### src/rtl/sec_timer_pkg.sv
// Shared definitions for the seconds timer: FSM encoding, BCD digit type and defaults.
package sec_timer_pkg;

  typedef enum logic [1:0] {
    ST_IDLE  = 2'd0,
    ST_RUN   = 2'd1,
    ST_PAUSE = 2'd2,
    ST_DONE  = 2'd3
  } state_e;

  localparam int DIGIT_W       = 4;
  localparam int DEF_TICK_DIV  = 50_000_000;
  localparam int DEF_LIMIT_MIN = 1;

  typedef logic [DIGIT_W-1:0] digit_t;

  // Returns {carry, next digit}; the digit wraps to 0 after reaching top.
  function automatic logic [DIGIT_W:0] bcd_inc(input digit_t d, input digit_t top);
    if (d == top) begin
      return {1'b1, digit_t'(0)};
    end
    return {1'b0, d + digit_t'(1)};
  endfunction

endpackage

### src/rtl/sec_timer_if.sv
// Command and status bundle between the timer and its controller / display stage.
interface sec_timer_if;
  import sec_timer_pkg::*;

  logic        start;
  logic        stop;
  logic        clear;
  logic [15:0] text;
  logic        sec_tick;
  logic        running;
  logic        expired;
  logic        done;

  modport master (
    output start, stop, clear,
    input  text, sec_tick, running, expired, done
  );

  modport slave (
    input  start, stop, clear,
    output text, sec_tick, running, expired, done
  );

endinterface

### src/rtl/sec_timer_tick_gen.sv
// Prescaler: counts enabled cycles 0..TICK_DIV-1 and flags the last one as the tick.
module tick_gen #(
  parameter int C        = 26,
  parameter int TICK_DIV = sec_timer_pkg::DEF_TICK_DIV
) (
  input  logic CLK1,
  input  logic arst,
  input  logic en,
  input  logic clr,
  output logic tick
);

  localparam logic [C-1:0] LAST = C'(TICK_DIV - 1);

  logic [C-1:0] cnt_q, cnt_d;

  assign tick = en && (cnt_q == LAST);

  always_comb begin
    cnt_d = cnt_q;
    if (clr) begin
      cnt_d = '0;
    end else if (en) begin
      cnt_d = (cnt_q == LAST) ? '0 : cnt_q + C'(1);
    end
  end

  always_ff @(posedge CLK1 or negedge arst) begin
    if (!arst) begin
      cnt_q <= '0;
    end else begin
      cnt_q <= cnt_d;
    end
  end

endmodule

### src/rtl/sec_timer.sv
// MM:SS stopwatch that counts up to LIMIT_MIN:00 in BCD, with run/pause/clear control.
module sec_timer
  import sec_timer_pkg::*;
#(
  parameter int TICK_DIV  = DEF_TICK_DIV,
  parameter int C         = 26,
  parameter int LIMIT_MIN = DEF_LIMIT_MIN
) (
  input  logic         CLK1,
  input  logic         arst,
  sec_timer_if.slave   bus
);

  localparam logic [15:0] LIMIT_TEXT = {DIGIT_W'(LIMIT_MIN / 10), DIGIT_W'(LIMIT_MIN % 10), 8'h00};

  state_e      state_q, state_d;
  logic [15:0] text_q, text_d;
  logic        sec_tick_q, sec_tick_d;
  logic        running_q, running_d;
  logic        expired_q, expired_d;
  logic        done_q, done_d;

  logic        tick;
  logic        c_s1, c_s10, c_m1;
  digit_t      n_s1, n_s10, n_m1, n_m10;
  logic [15:0] text_inc;

  tick_gen #(
    .C        (C),
    .TICK_DIV (TICK_DIV)
  ) u_tick_gen (
    .CLK1 (CLK1),
    .arst (arst),
    .en   (state_q == ST_RUN),
    .clr  (bus.clear),
    .tick (tick)
  );

  // BCD carry chain; minutes tens never overflows because the limit is at most 99.
  always_comb begin
    {c_s1,  n_s1}  = bcd_inc(text_q[3:0], digit_t'(9));
    {c_s10, n_s10} = c_s1  ? bcd_inc(text_q[7:4],  digit_t'(5)) : {1'b0, text_q[7:4]};
    {c_m1,  n_m1}  = c_s10 ? bcd_inc(text_q[11:8], digit_t'(9)) : {1'b0, text_q[11:8]};
    n_m10          = c_m1  ? text_q[15:12] + digit_t'(1) : text_q[15:12];
    text_inc       = {n_m10, n_m1, n_s10, n_s1};
  end

  always_comb begin
    state_d = state_q;
    text_d  = text_q;
    done_d  = 1'b0;
    if (bus.clear) begin
      state_d = ST_IDLE;
      text_d  = '0;
    end else begin
      case (state_q)
        ST_IDLE, ST_PAUSE: begin
          if (bus.start && !bus.stop) state_d = ST_RUN;
        end
        ST_RUN: begin
          // A tick coinciding with stop is still counted; expiry outranks the pause.
          if (tick) text_d = text_inc;
          if (tick && (text_inc == LIMIT_TEXT)) begin
            state_d = ST_DONE;
            done_d  = 1'b1;
          end else if (bus.stop) begin
            state_d = ST_PAUSE;
          end
        end
        ST_DONE: state_d = ST_DONE;
        default: state_d = ST_IDLE;
      endcase
    end
    sec_tick_d = tick && !bus.clear;
    running_d  = (state_d == ST_RUN);
    expired_d  = (state_d == ST_DONE);
  end

  always_ff @(posedge CLK1 or negedge arst) begin
    if (!arst) begin
      state_q    <= ST_IDLE;
      text_q     <= '0;
      sec_tick_q <= 1'b0;
      running_q  <= 1'b0;
      expired_q  <= 1'b0;
      done_q     <= 1'b0;
    end else begin
      state_q    <= state_d;
      text_q     <= text_d;
      sec_tick_q <= sec_tick_d;
      running_q  <= running_d;
      expired_q  <= expired_d;
      done_q     <= done_d;
    end
  end

  assign bus.text     = text_q;
  assign bus.sec_tick = sec_tick_q;
  assign bus.running  = running_q;
  assign bus.expired  = expired_q;
  assign bus.done     = done_q;

endmodule
### src/flat_wrapper.sv
// flat-port wrapper written by rule: the top's interface ports become plain ports
module sec_timer_flat import sec_timer_pkg::*;
#(
  parameter int TICK_DIV  = DEF_TICK_DIV,
  parameter int C         = 26,
  parameter int LIMIT_MIN = DEF_LIMIT_MIN
)
  (CLK1, arst, bus_start, bus_stop, bus_clear, bus_text, bus_sec_tick, bus_running, bus_expired, bus_done);
  sec_timer_if bus_i ();
  input  logic CLK1;
  input  logic arst;
  input wire logic [$bits(bus_i.start)-1:0] bus_start;
  input wire logic [$bits(bus_i.stop)-1:0] bus_stop;
  input wire logic [$bits(bus_i.clear)-1:0] bus_clear;
  output wire logic [$bits(bus_i.text)-1:0] bus_text;
  output wire logic [$bits(bus_i.sec_tick)-1:0] bus_sec_tick;
  output wire logic [$bits(bus_i.running)-1:0] bus_running;
  output wire logic [$bits(bus_i.expired)-1:0] bus_expired;
  output wire logic [$bits(bus_i.done)-1:0] bus_done;
  assign bus_i.start = bus_start;
  assign bus_i.stop = bus_stop;
  assign bus_i.clear = bus_clear;
  assign bus_text = bus_i.text;
  assign bus_sec_tick = bus_i.sec_tick;
  assign bus_running = bus_i.running;
  assign bus_expired = bus_i.expired;
  assign bus_done = bus_i.done;
  sec_timer #(.TICK_DIV(TICK_DIV), .C(C), .LIMIT_MIN(LIMIT_MIN)) u_core (.CLK1(CLK1), .arst(arst), .bus(bus_i));
endmodule
### config.mk
export PLATFORM = sky130hd
export DESIGN_NAME = sec_timer_flat
export DESIGN_NICKNAME = d
export VERILOG_FILES = /design/src/rtl/sec_timer_pkg.sv /design/src/rtl/sec_timer_if.sv /design/src/rtl/sec_timer_tick_gen.sv /design/src/rtl/sec_timer.sv /design/src/flat_wrapper.sv
export SDC_FILE = /design/constraint.sdc
export NUM_CORES = 1
export LEC_CHECK = 0
export ABC_AREA = 1
export BUFFER_PORTS_ARGS = -buffer_cell sky130_fd_sc_hd__buf_2
export CAP_MARGIN = 30
export CORE_ASPECT_RATIO = 0.5
export CORE_MARGIN = 2
export CORE_UTILIZATION = 60
export CTS_CLUSTER_SIZE = 12
export DETAILED_ROUTE_END_ITERATION = 6
export PLACE_DENSITY = 0.79
export SYNTH_ARGS = -nofsm -noshare
export SYNTH_HDL_FRONTEND = slang
export SYNTH_SLANG_ARGS = --single-unit
export TNS_END_PERCENT = 5
### constraint.sdc
create_clock -name CLK1 -period 4.4 [get_ports CLK1]
set_input_delay 0.88 -clock CLK1 [delete_from_list [all_inputs] [get_ports CLK1]]
set_output_delay 0.88 -clock CLK1 [all_outputs]
set_load 0.005 [all_outputs]
# After elaboration in Yosys (flattened, before gate mapping)
# Index checks and enable logic that the tools add are counted.
# op_classes
addsub,5
eq_ne,10
muxes,26
n_reduce_logical,11
# op_table
operator,n
$mux 26,3
$mux 16,3
$mux 5,8
$add 26x1->26 const B,1
$eq 26x26->1 const B,1
$add 4x1->4 const B,4
$eq 16x9->1 const B,1
$eq 4x4->1 const B,2
$mux 2,4
$eq 2x2->1 const B,3
$mux 1,6
$pmux 2 s3,1
$eq 2x1->1 const B,2
$eq 4x3->1 const B,1
$logic_and 1x1->1,4
$mux 4,1
$reduce_bool 2->1,2
$logic_not 1->1,2
$logic_not 2->1,1
$reduce_and 2->1,1
$reduce_or 2->1,1
# word_totals
reg_bits,48
input_bits,5
out_inout_bits,20
elab_cells,59

# Logic depth before layout (Yosys ltp)
# Gate-level depths: netlist of the first run.
# depth
depth_word,12
depth_mapped,14
depth_no_buf,14

# Cells and area by module
# Synthesis of the first run repeated with hierarchy kept, for this count alone.
# unflattened
cells_unflattened,434
area_unflattened_um2,3039.2
# by_module_without_submodules
mod,n_inst,cells_per_inst,area_per_inst_um2,seq_area_each_um2
tick_gen,1,246,1687.9,650.6
sec_timer,1,188,1351.3,550.5

# Worst setup path after synthesis of the first run
# OpenSTA, ideal clock, no wires.
# synth_timing
kind,input port to flip-flop
start,in bus_clear
end,reg u_core.u_tick_gen.cnt_q[25]
setup_ps,94
arrival_time_ps,1725
path_slack_ps,2581
stages,5
n_path_buf,1
path_cell_list,nor2_2 inv_1 clkbuf_1 and3_1 a211oi_1
# synth_between
elab_chain_cells,1
elab_cells_between_ends,2
cone_classes,1 x mux; 1 x reduce/logical
# synth_rtl
item,line,source
"start, declared",flat_wrapper.sv:14,input wire logic [$bits(bus_i.clear)-1:0] bus_clear;
$mux 26 or $reduce_bool 2->1 (tied branches),n/a,
"end signal, assigned",sec_timer_tick_gen.sv:32,cnt_q <= cnt_d;
"end, declared",sec_timer_tick_gen.sv:15,"logic [C-1:0] cnt_q, cnt_d;"
# Parallel ways exist; a longest one is shown, timed or not.
# A chain may end at the register's enable or synchronous reset.

# Final worst setup path of the first run
# layout_timing
start,reg u_core.u_tick_gen.cnt_q[0]
end,"reg u_core.text_q[2], in the netlist u_core.bus.text[2]"
# layout_between
elab_chain_cells,4
# layout_rtl
item,line,source
$eq 26x26->1,sec_timer_tick_gen.sv:17,assign tick = en && (cnt_q == LAST);
$logic_and 1x1->1,sec_timer_tick_gen.sv:17,
$reduce_bool 2->1 (no source line),n/a,
$reduce_and 2->1 (no source line),n/a,
"end signal, assigned",sec_timer.sv:89,text_q <= text_d;
"end, declared",sec_timer.sv:17,"logic [15:0] text_q, text_d;"
# Every way passes these cells.

==> flow_summary.json, run 1 <==
{
  "drv_slew": 0,
  "path_cells": "ha_1 > nand3_1 > nor2_2 > nand2_1 > nor2_1 > nand2_1 > nand2_1 > nand2_1 > inv_1 > o22ai_1",
  "grt_usage_pct": 26.4,
  "antenna_left": 0,
  "synth_top_area_share_pct": 40.7,
  "max_slew.worst_pin.slew_ps": 852,
  "path_clk_slew_ps": 100,
  "synthTopCellsByArea": "dfrtp_1 (41%), nand2_1 (13%), nor2_1 (6.1%)",
  "totalWireLength_mm": 6.49,
  "yosys_warnings": 0,
  "netlist_area_um2": 2950,
  "cts_resized": 0,
  "grt_pass1_wl_mm": 11.2,
  "drive_above_1_share_pct": 18.4,
  "synth_nets": 402,
  "period_minus_slack_ps": 2420,
  "die_height_um": 53.6,
  "cts_sinks": 48,
  "power.total_mw": 0.762,
  "worstSetupPathType": "reg2reg",
  "min_period_over_period_pct": 55.1,
  "nNetsFinal": 430,
  "fp-row-count": 17,
  "seq_area_frac_synth_pct": 40.7,
  "viasPerCell": 5.49,
  "total_leakage_power_nw": 1.55,
  "cts_hold_buf": 0,
  "reg2reg_depth": 10,
  "die-area_um2": 5530,
  "hold_class": "in2async",
  "yosys_most_used_dff": "dfrtp_1",
  "max_freq_ghz": 0.413,
  "r2r_slack_ps": 1980,
  "synth.most_common_cell": "nand2_1",
  "synth_common_cells": "nand2_1 (100), dfrtp_1 (48), nor2_1 (48)",
  "fp.dieW_um": 103,
  "dpl.hpwl_mm": 4.92,
  "insertion_delay_ps": 300,
  "worstPathArrival_ps": 2570,
  "port_buffers": 24,
  "ioPinCount": 25,
  "syn_to_final_growth_pct": 9.50,
  "synth.distinct_cells": 36,
  "gp_congestion": 0.894,
  "post_cts_buffers": 0,
  "synth_cells": 395,
  "fin_skew_ps": 15.9,
  "synth_edf_count": 0,
  "startpoint_type": "register",
  "cap_violations": 0,
  "drc": 0,
  "rr_endpoint": "u_core.bus.text[2]",
  "avgSynthCellArea_um2": 7.47,
  "grt_max_degree": 36,
  "async_flop_share_pct": 100,
  "antenna_found_initial": 0,
  "setup_tns_ps": 0,
  "critical_path.max_fanout": 23,
  "rr_startpoint": "u_core.u_tick_gen.cnt_q[0]",
  "routedWlPerCell_um": 13.2,
  "hold_viol_final": 0,
  "overflow": 0,
  "cts_buffers": 5,
  "crit_path_top_delay_cell": "inv_1",
  "status": "complete, no violations",
  "crit_path_end_kind": "register",
  "drt-initial-drc-count": 158,
  "rsz0062_at_grt": "false",
  "initial_core_util_pct": 64.8,
  "routed-via-count": 2689,
  "yosys.area.top_type": "dfrtp_1",
  "critPathRequiredTime_ps": 4550,
  "cp_slowest_stage_delay_ps": 680,
  "powerDensity_nw_per_um2": 236,
  "root_buffer": "clkbuf_8",
  "first_pass_iters": 4,
  "cts_tree": "built",
  "max_slew_margin_pct": 43.2,
  "h-tree-depth": 2,
  "cp_common_cell": "nand2_1",
  "antennaDiodeCount": 0,
  "core_area_um2": 4550,
  "clk_path_buf_depth": 2,
  "grt_pass1_vias": 2544,
  "synth_seq_cells": 48,
  "vdd_drop_max_uv": 176,
  "report.final.setup_viol": 0
}
[critical path: cells and delay by family, from the launching register on]
family,cells,cell delay (ps)
and+or+nand+nor,7,830
AOI/OAI and AO/OA,1,170
buffers and inverters,1,680
DFF,1,390
adders and majority gates,1,200
[registers in the layout (all words and copies together) (netlist names)]
signal and count:
u_core.u_tick_gen.cnt_q 26, u_core.bus.text 16, u_core.state_q 2, u_core.bus.done 1
u_core.bus.expired 1, u_core.bus.running 1, u_core.bus.sec_tick 1
[through the flow]
stage / std cells / utilization [%] / worst slack (ps) / hold slack (ps) / area (um2)
2_1_floorplan: 395 / - / 2580 / 455 / 2950
3_3_place_gp: 481 / 68.6 / 1830 / 491 / 3120
3_5_place_dp: 482 / 69.1 / 1710 / 484 / 3140
4_1_cts: 490 / 71.0 / 2010 / 463 / 3230
5_1_grt: 490 / 71.0 / 1680 / 484 / 3230
6_report: 490 / 71.0 / 1980 / 457 / 3230
[per-layer routing]
metal | track usage, % | wire [um] | up-vias
met3 | 4.55 | 331 | 17
met2 | 46.2 | 3000 | 81
li1 | - | - | 1324
met5 | 0 | 0 | -
met4 | 7.89 | 112 | 0
met1 | 34.6 | 3040 | 1267
[cells by family after synthesis]
family,Yosys count,share of synthesized area [%]
buf+inv,62,8.39
compound gates,53,11.1
simple gates,219,35.7
fa+ha+maj,2,0.848
xor+xnor,11,3.26
flops,48,40.7
[area by class of cell]
cell class                      instances  area, um2
Tap cell                               66       82.6
Sequential cell                        48       1200
Clock buffer                            5       68.8
Multi-Input combinational cell        285       1500
Timing Repair Buffer                   25        140
Fill cell                             377       1320
Inverter                               58        218
Clock inverter                          3       18.8
[where the power goes]
| part | switching, mW | internal, mW | leakage (nW) | total, mW |
|---|---|---|---|---|
| Clock | 0.151 | 0.111 | 0.0479 | 0.262 |
| Sequential | 0.00412 | 0.446 | 0.668 | 0.450 |
| Combinational | 0.0364 | 0.0133 | 0.835 | 0.0496 |
[worst max-delay path by stage]
stage,depth (start not counted),to,from
after floorplan,5,u_core.u_tick_gen.cnt_q[25],bus_clear
after global placement,6,u_core.bus.text[0],bus_clear
after detailed placement,6,u_core.bus.text[13],bus_clear
after CTS,10,u_core.bus.text[2],u_core.u_tick_gen.cnt_q[0]
after global routing,10,u_core.bus.text[0],u_core.u_tick_gen.cnt_q[0]
final,10,u_core.bus.text[2],u_core.u_tick_gen.cnt_q[0]
[cells in the final DEF (no fill, tap or decap), types with 3 or more instances in the layout]
cell type and instances:
a21oi_1 16, buf_2 24, clkbuf_8 5, dfrtp_1 48, inv_1 47, inv_2 11, nand2_1 100, nand2_2 5
nand2_4 3, nand3_1 24, nand4_1 5, nor2_1 48, nor2_2 8, nor2_4 7, nor3_1 8, o21ai_0 13
o21ai_1 3, o22ai_1 11, o22ai_2 4, xor2_1 9
(Power assumes the default switching activity.)
==> run 2: changes to the inputs <==
CORE_UTILIZATION = 54   (was 60)
PLACE_DENSITY = 0.75   (was 0.79)
clock period = 2.1 ns   (was 4.4 ns; I/O delays follow)
==> flow_summary.json, run 2 (synthesis results as in run 1) <==
{
  "status": "complete, no violations",
  "drive_above_1_share_pct": 21.6,
  "worstPathArrival_ps": 2240,
  "dpl.hpwl_mm": 5.10,
  "totalWireLength_mm": 6.71,
  "max_slew.worst_pin.slew_ps": 532,
  "max_freq_ghz": 0.497,
  "cts_sinks": 48,
  "crit_path_end_kind": "register",
  "rr_endpoint": "u_core.bus.text[10]",
  "switchingPower_mw": 0.403,
  "root_buffer": "clkbuf_8",
  "critPathRequiredTime_ps": 2330,
  "fin_cells": 501,
  "path_clk_slew_ps": 90,
  "cts_hold_buf": 0,
  "viasPerCell": 5.38,
  "worstSetupPathType": "reg2reg",
  "crit_path_top_delay_cell": "dfrtp_1",
  "port_buffers": 24,
  "clk_path_buf_depth": 2,
  "nNetsFinal": 437,
  "initial_core_util_pct": 58.0,
  "max_slew_margin_pct": 64.5,
  "final_cell_mix": "nand2_1 (95), dfrtp_1 (48), inv_1 (46), nor2_1 (46)",
  "core_area_um2": 5090,
  "powerDensity_nw_per_um2": 493,
  "cp_slowest_stage_delay_ps": 400,
  "path_cells": "ha_2 > nand3_1 > nor2_4 > nand2_2 > nor2_2 > nand4_1 > nor2_4 > inv_2 > o22ai_1",
  "grt_pass1_wl_mm": 11.4,
  "h-tree-depth": 2,
  "overflow": 0,
  "antennaDiodeCount": 0,
  "internal_power_mw": 1.24,
  "power_frac_seq_pct": 57.5,
  "hold_class": "in2async",
  "fp.dieW_um": 109,
  "critical_path.max_fanout": 11,
  "die-area_um2": 6110,
  "fp-row-count": 18,
  "report.final.setup_viol": 0,
  "min_period_over_period_pct": 95.8,
  "antenna_left": 0,
  "cts_tree": "built",
  "cp_common_cell": "nor2_4",
  "power.share.switching_pct": 24.5,
  "antenna_found_initial": 0,
  "setup_ws_ps": 88.9,
  "crit_buf_inv": 1,
  "fin_skew_ps": 9.57,
  "startpoint_type": "register",
  "final_common_cell": "nand2_1",
  "cts_buffers": 5,
  "gp_congestion": 0.964,
  "drv_slew": 0,
  "post-place-cells": 491,
  "period_minus_slack_ps": 2010,
  "die_height_um": 56.3,
  "total_leakage_power_nw": 1.60,
  "first_pass_iters": 4,
  "routed-via-count": 2693,
  "drt-initial-drc-count": 173,
  "insertion_delay_ps": 310,
  "ioPinCount": 25,
  "power.share.clock_pct": 35.4,
  "grt_pass1_vias": 2584,
  "cap_violations": 0,
  "r2r_slack_ps": 90,
  "post-place-ws_ps": 119,
  "p_comb_share_pct": 7.1,
  "vdd_drop_max_uv": 286,
  "grt_max_degree": 24,
  "drc": 0,
  "path_delay_family": "simple AND/OR/NAND/NOR gates",
  "syn_to_final_growth_pct": 12.8,
  "hold_viol_final": 0,
  "regMostFlops": "u_core.u_tick_gen.cnt_q",
  "routedWlPerCell_um": 13.4,
  "rr_startpoint": "u_core.u_tick_gen.cnt_q[0]",
  "largest_reg_flops": 26,
  "grt_usage_pct": 23.8,
  "post-route-util_pct": 65.4,
  "startpoint": "u_core.u_tick_gen.cnt_q[0]",
  "reg2reg_depth": 9
}
run 2: cell types whose count changed in the layout (fill, tap and decap cells not counted), sizes merged:
cell      before  now
buf           25   32
clkinv         3    0
clkinvlp       0    1
clkbuf         5    7
run 2: cell type report:
class,instances,area [um2]
Tap cell,70,87.6
Sequential cell,48,1200
Clock inverter,1,7.51
Inverter,58,218
Clock buffer,7,86.3
Timing Repair Buffer,32,188
Multi-Input combinational cell,285,1540
Fill cell,460,1760
run 2: worst max-delay path by stage:
stage,to,slack [ps],depth (start not counted)
after floorplan,u_core.bus.text[2],410,11
after global placement,u_core.bus.text[10],200,9
after detailed placement,u_core.bus.text[3],120,11
after CTS,u_core.bus.text[1],90,11
after global routing,u_core.bus.running,-10,13
final,u_core.bus.text[10],90,9
run 2: metrics by stage:
step	hold WS (ps)	cell area, um2	power [mW]	TNS, ps
floorplan	124	2950	1.02	0
CTS	98.6	3270	1.65	0
global placement	414	3170	1.07	0
global route	109	3330	1.72	-27.6
detailed placement	432	3170	1.07	0
finish	80.5	3330	1.64	0
run 2: power by group through the flow:
stage               registers (mW)  clock network (mW)  logic, mW
finish                       0.944               0.581      0.116
global route                 0.945               0.639      0.133
CTS                          0.943               0.598      0.111
detailed placement           0.962                   0      0.111
global placement             0.961                   0      0.109
floorplan                    0.961                   0     0.0611
run 2: timing repair:
action | 4_1_cts | 5_1_grt
resized for setup | 0 | 14
setup buffers | 0 | 2
endpoints found under the setup margin | 0 | 27
run 2: metal layers:
metal	GRT usage, %	part of all wire [%]
met1	31.6	46
met3	5.23	5.3
met4	8.42	1.4
met5	0	0
met2	38.8	48
run 2: worst reg2reg max path, cell delays in order, from the launching register on:
cell and delay (ps):
dfrtp_1 400, ha_2 210, nand3_1 170, nor2_4 180
nand2_2 80, nor2_2 120, nand4_1 230, nor2_4 250
inv_2 160, o22ai_1 140
==> run 3: changes to the inputs <==
GPL_TIMING_DRIVEN = 0   (was not set)
PLACE_DENSITY = 0.78   (was 0.75)
==> flow_summary.json, run 3 (synthesis results as in run 1) <==
{
  "status": "complete, no violations",
  "fin_area_um2": 3330,
  "cp.depth": 10,
  "min_period_over_period_pct": 92.2,
  "drt-initial-drc-count": 170,
  "grt_usage_pct": 23.1,
  "h-tree-depth": 2,
  "core_area_um2": 5090,
  "path_cells": "ha_1 > nand3_1 > nor2_2 > buf_4 > nand2_1 > nor3_2 > nand2_1 > nor2_1 > xor2_1 > o22ai_1",
  "rsz0062_at_grt": "true",
  "routedWlPerCell_um": 13.1,
  "switchingPower_mw": 0.402,
  "cp_slowest_stage_delay_ps": 370,
  "crit_path_end_kind": "register",
  "final_common_cell": "nand2_1",
  "port_buffers": 24,
  "post-place-cells": 490,
  "grt_pass1_wl_mm": 11.1,
  "max_slew_margin_pct": 75.5,
  "drive_above_1_share_pct": 21.0,
  "antenna_found_initial": 0,
  "r2r_slack_ps": 160,
  "fin_cells": 504,
  "powerDensity_nw_per_um2": 482,
  "fin_skew_ps": 11.6,
  "reg2reg_depth": 10,
  "rr_startpoint": "u_core.u_tick_gen.cnt_q[0]",
  "cts_sinks": 48,
  "regMostFlops": "u_core.u_tick_gen.cnt_q",
  "p_comb_share_pct": 8.0,
  "largest_reg_flops": 26,
  "worstSetupPathType": "reg2reg",
  "final_cell_mix": "nand2_1 (97), nor2_1 (48), dfrtp_1 (48)",
  "hold_viol_final": 0,
  "antennaDiodeCount": 0,
  "power.share.switching_pct": 25.0,
  "fp-row-count": 18,
  "holdWs_ps": 402,
  "report.final.setup_viol": 0,
  "first_pass_iters": 5,
  "antenna_left": 0,
  "hold_class": "in2reg",
  "grt_pass1_vias": 2531,
  "path_clk_slew_ps": 90,
  "setup_ws_ps": 164,
  "cts_buffers": 5,
  "die-area_um2": 6110,
  "placed_cell_area_um2": 3180,
  "critical_path.max_fanout": 4,
  "ioPinCount": 25,
  "power_frac_seq_pct": 58.6,
  "drc": 0,
  "grt_max_degree": 40,
  "cts_tree": "built",
  "internal_power_mw": 1.20,
  "post-place-ws_ps": 35.5,
  "critPathRequiredTime_ps": 2280,
  "fp.dieW_um": 109,
  "vdd_drop_max_uv": 257,
  "syn_to_final_growth_pct": 12.8,
  "totalWireLength_mm": 6.59,
  "insertion_delay_ps": 300,
  "viasPerCell": 5.39,
  "dpl.hpwl_mm": 4.86,
  "path_delay_family": "simple AND/OR/NAND/NOR gates",
  "gp_congestion": 0.894,
  "clk_path_buf_depth": 2,
  "worstPathArrival_ps": 2110,
  "routed-via-count": 2717,
  "startpoint": "u_core.u_tick_gen.cnt_q[0]",
  "max_slew.worst_pin.slew_ps": 364,
  "crit_path_top_delay_cell": "dfrtp_1",
  "critical_path.endpoint": "u_core.u_tick_gen.cnt_q[24]",
  "rr_endpoint": "u_core.u_tick_gen.cnt_q[24]",
  "cp_common_cell": "nand2_1",
  "cap_violations": 0,
  "root_buffer": "clkbuf_8",
  "total_leakage_power_nw": 1.60,
  "die_height_um": 56.3,
  "crit_buf_inv": 1,
  "drv_slew": 0,
  "initial_core_util_pct": 58.0,
  "startpoint_type": "register",
  "nNetsFinal": 441,
  "power.share.clock_pct": 33.4,
  "max_freq_ghz": 0.517,
  "overflow": 0,
  "period_minus_slack_ps": 1940
}
run 3: cell types whose count changed in the layout (fill, tap and decap cells not counted), sizes merged:
| cell | before | now |
|---|---|---|
| buf | 32 | 34 |
| clkinv | 0 | 1 |
| dlygate4sd3 | 0 | 1 |
| inv | 58 | 57 |
run 3: worst min-delay path by stage:
stage                          startpoint                     endpoint  slack, ps  cells past startpoint
2_1_floorplan                        arst              u_core.bus.done        120                      0
3_3_place_gp   u_core.u_tick_gen.cnt_q[6]   u_core.u_tick_gen.cnt_q[6]        490                      1
3_5_place_dp                         arst  u_core.u_tick_gen.cnt_q[19]        300                      1
4_1_cts                         bus_clear              u_core.bus.done        390                      2
5_1_grt                         bus_clear              u_core.bus.done        390                      2
6_report                        bus_clear              u_core.bus.done        400                      2
run 3: cell type report:
cell class              count  area [um2]
plain buffers               4        31.3
clock buffers               6        72.6
clock inverters             1        5.00
fillers                   439        1760
inverters                  58         221
multi-input cells         285        1520
flip-flops and latches     48        1200
well taps                  70        87.6
repair buffers             32         195
run 3: routing by layer:
metal  global-route usage [%]  share of wire (%)
met1                     30.5                 46
met2                     37.9                 48
met3                     5.46                4.4
met4                     7.14                1.2
met5                        0                  0
run 3: worst register-to-register path: stages, from the launching register on:
cell and delay, ps:
dfrtp_1 370, ha_1 200, nand3_1 150, nor2_2 160, buf_4 130, nand2_1 50, nor3_2 230, nand2_1 150
nor2_1 140, xor2_1 160, o22ai_1 90
run 3: power by group through the flow:
| stage | registers, mW | logic [mW] | clock network [mW] |
|---|---|---|---|
| global placement | 0.961 | 0.103 | 0 |
| CTS | 0.944 | 0.113 | 0.546 |
| floorplan | 0.961 | 0.0611 | 0 |
| finish | 0.942 | 0.128 | 0.536 |
| detailed placement | 0.962 | 0.111 | 0 |
| global route | 0.944 | 0.143 | 0.588 |
run 3: stage by stage:
stage,setup TNS (ps),util (%),power [mW]
3_3_place_gp,0,62.1,1.06
6_report,0,65.4,1.61
4_1_cts,0,64.2,1.60
2_1_floorplan,0,-,1.02
5_1_grt,-88.1,65.4,1.67
3_5_place_dp,0,62.5,1.07
run 3: timing repair:
| item | in CTS | in global routing |
|---|---|---|
| endpoints found under the setup margin | 0 | 27 |
| resized for setup | 0 | 8 |
| hold endpoints to repair | 9 | 0 |
| hold buffers | 1 | 0 |
| buffers inserted | 0 | 6 |
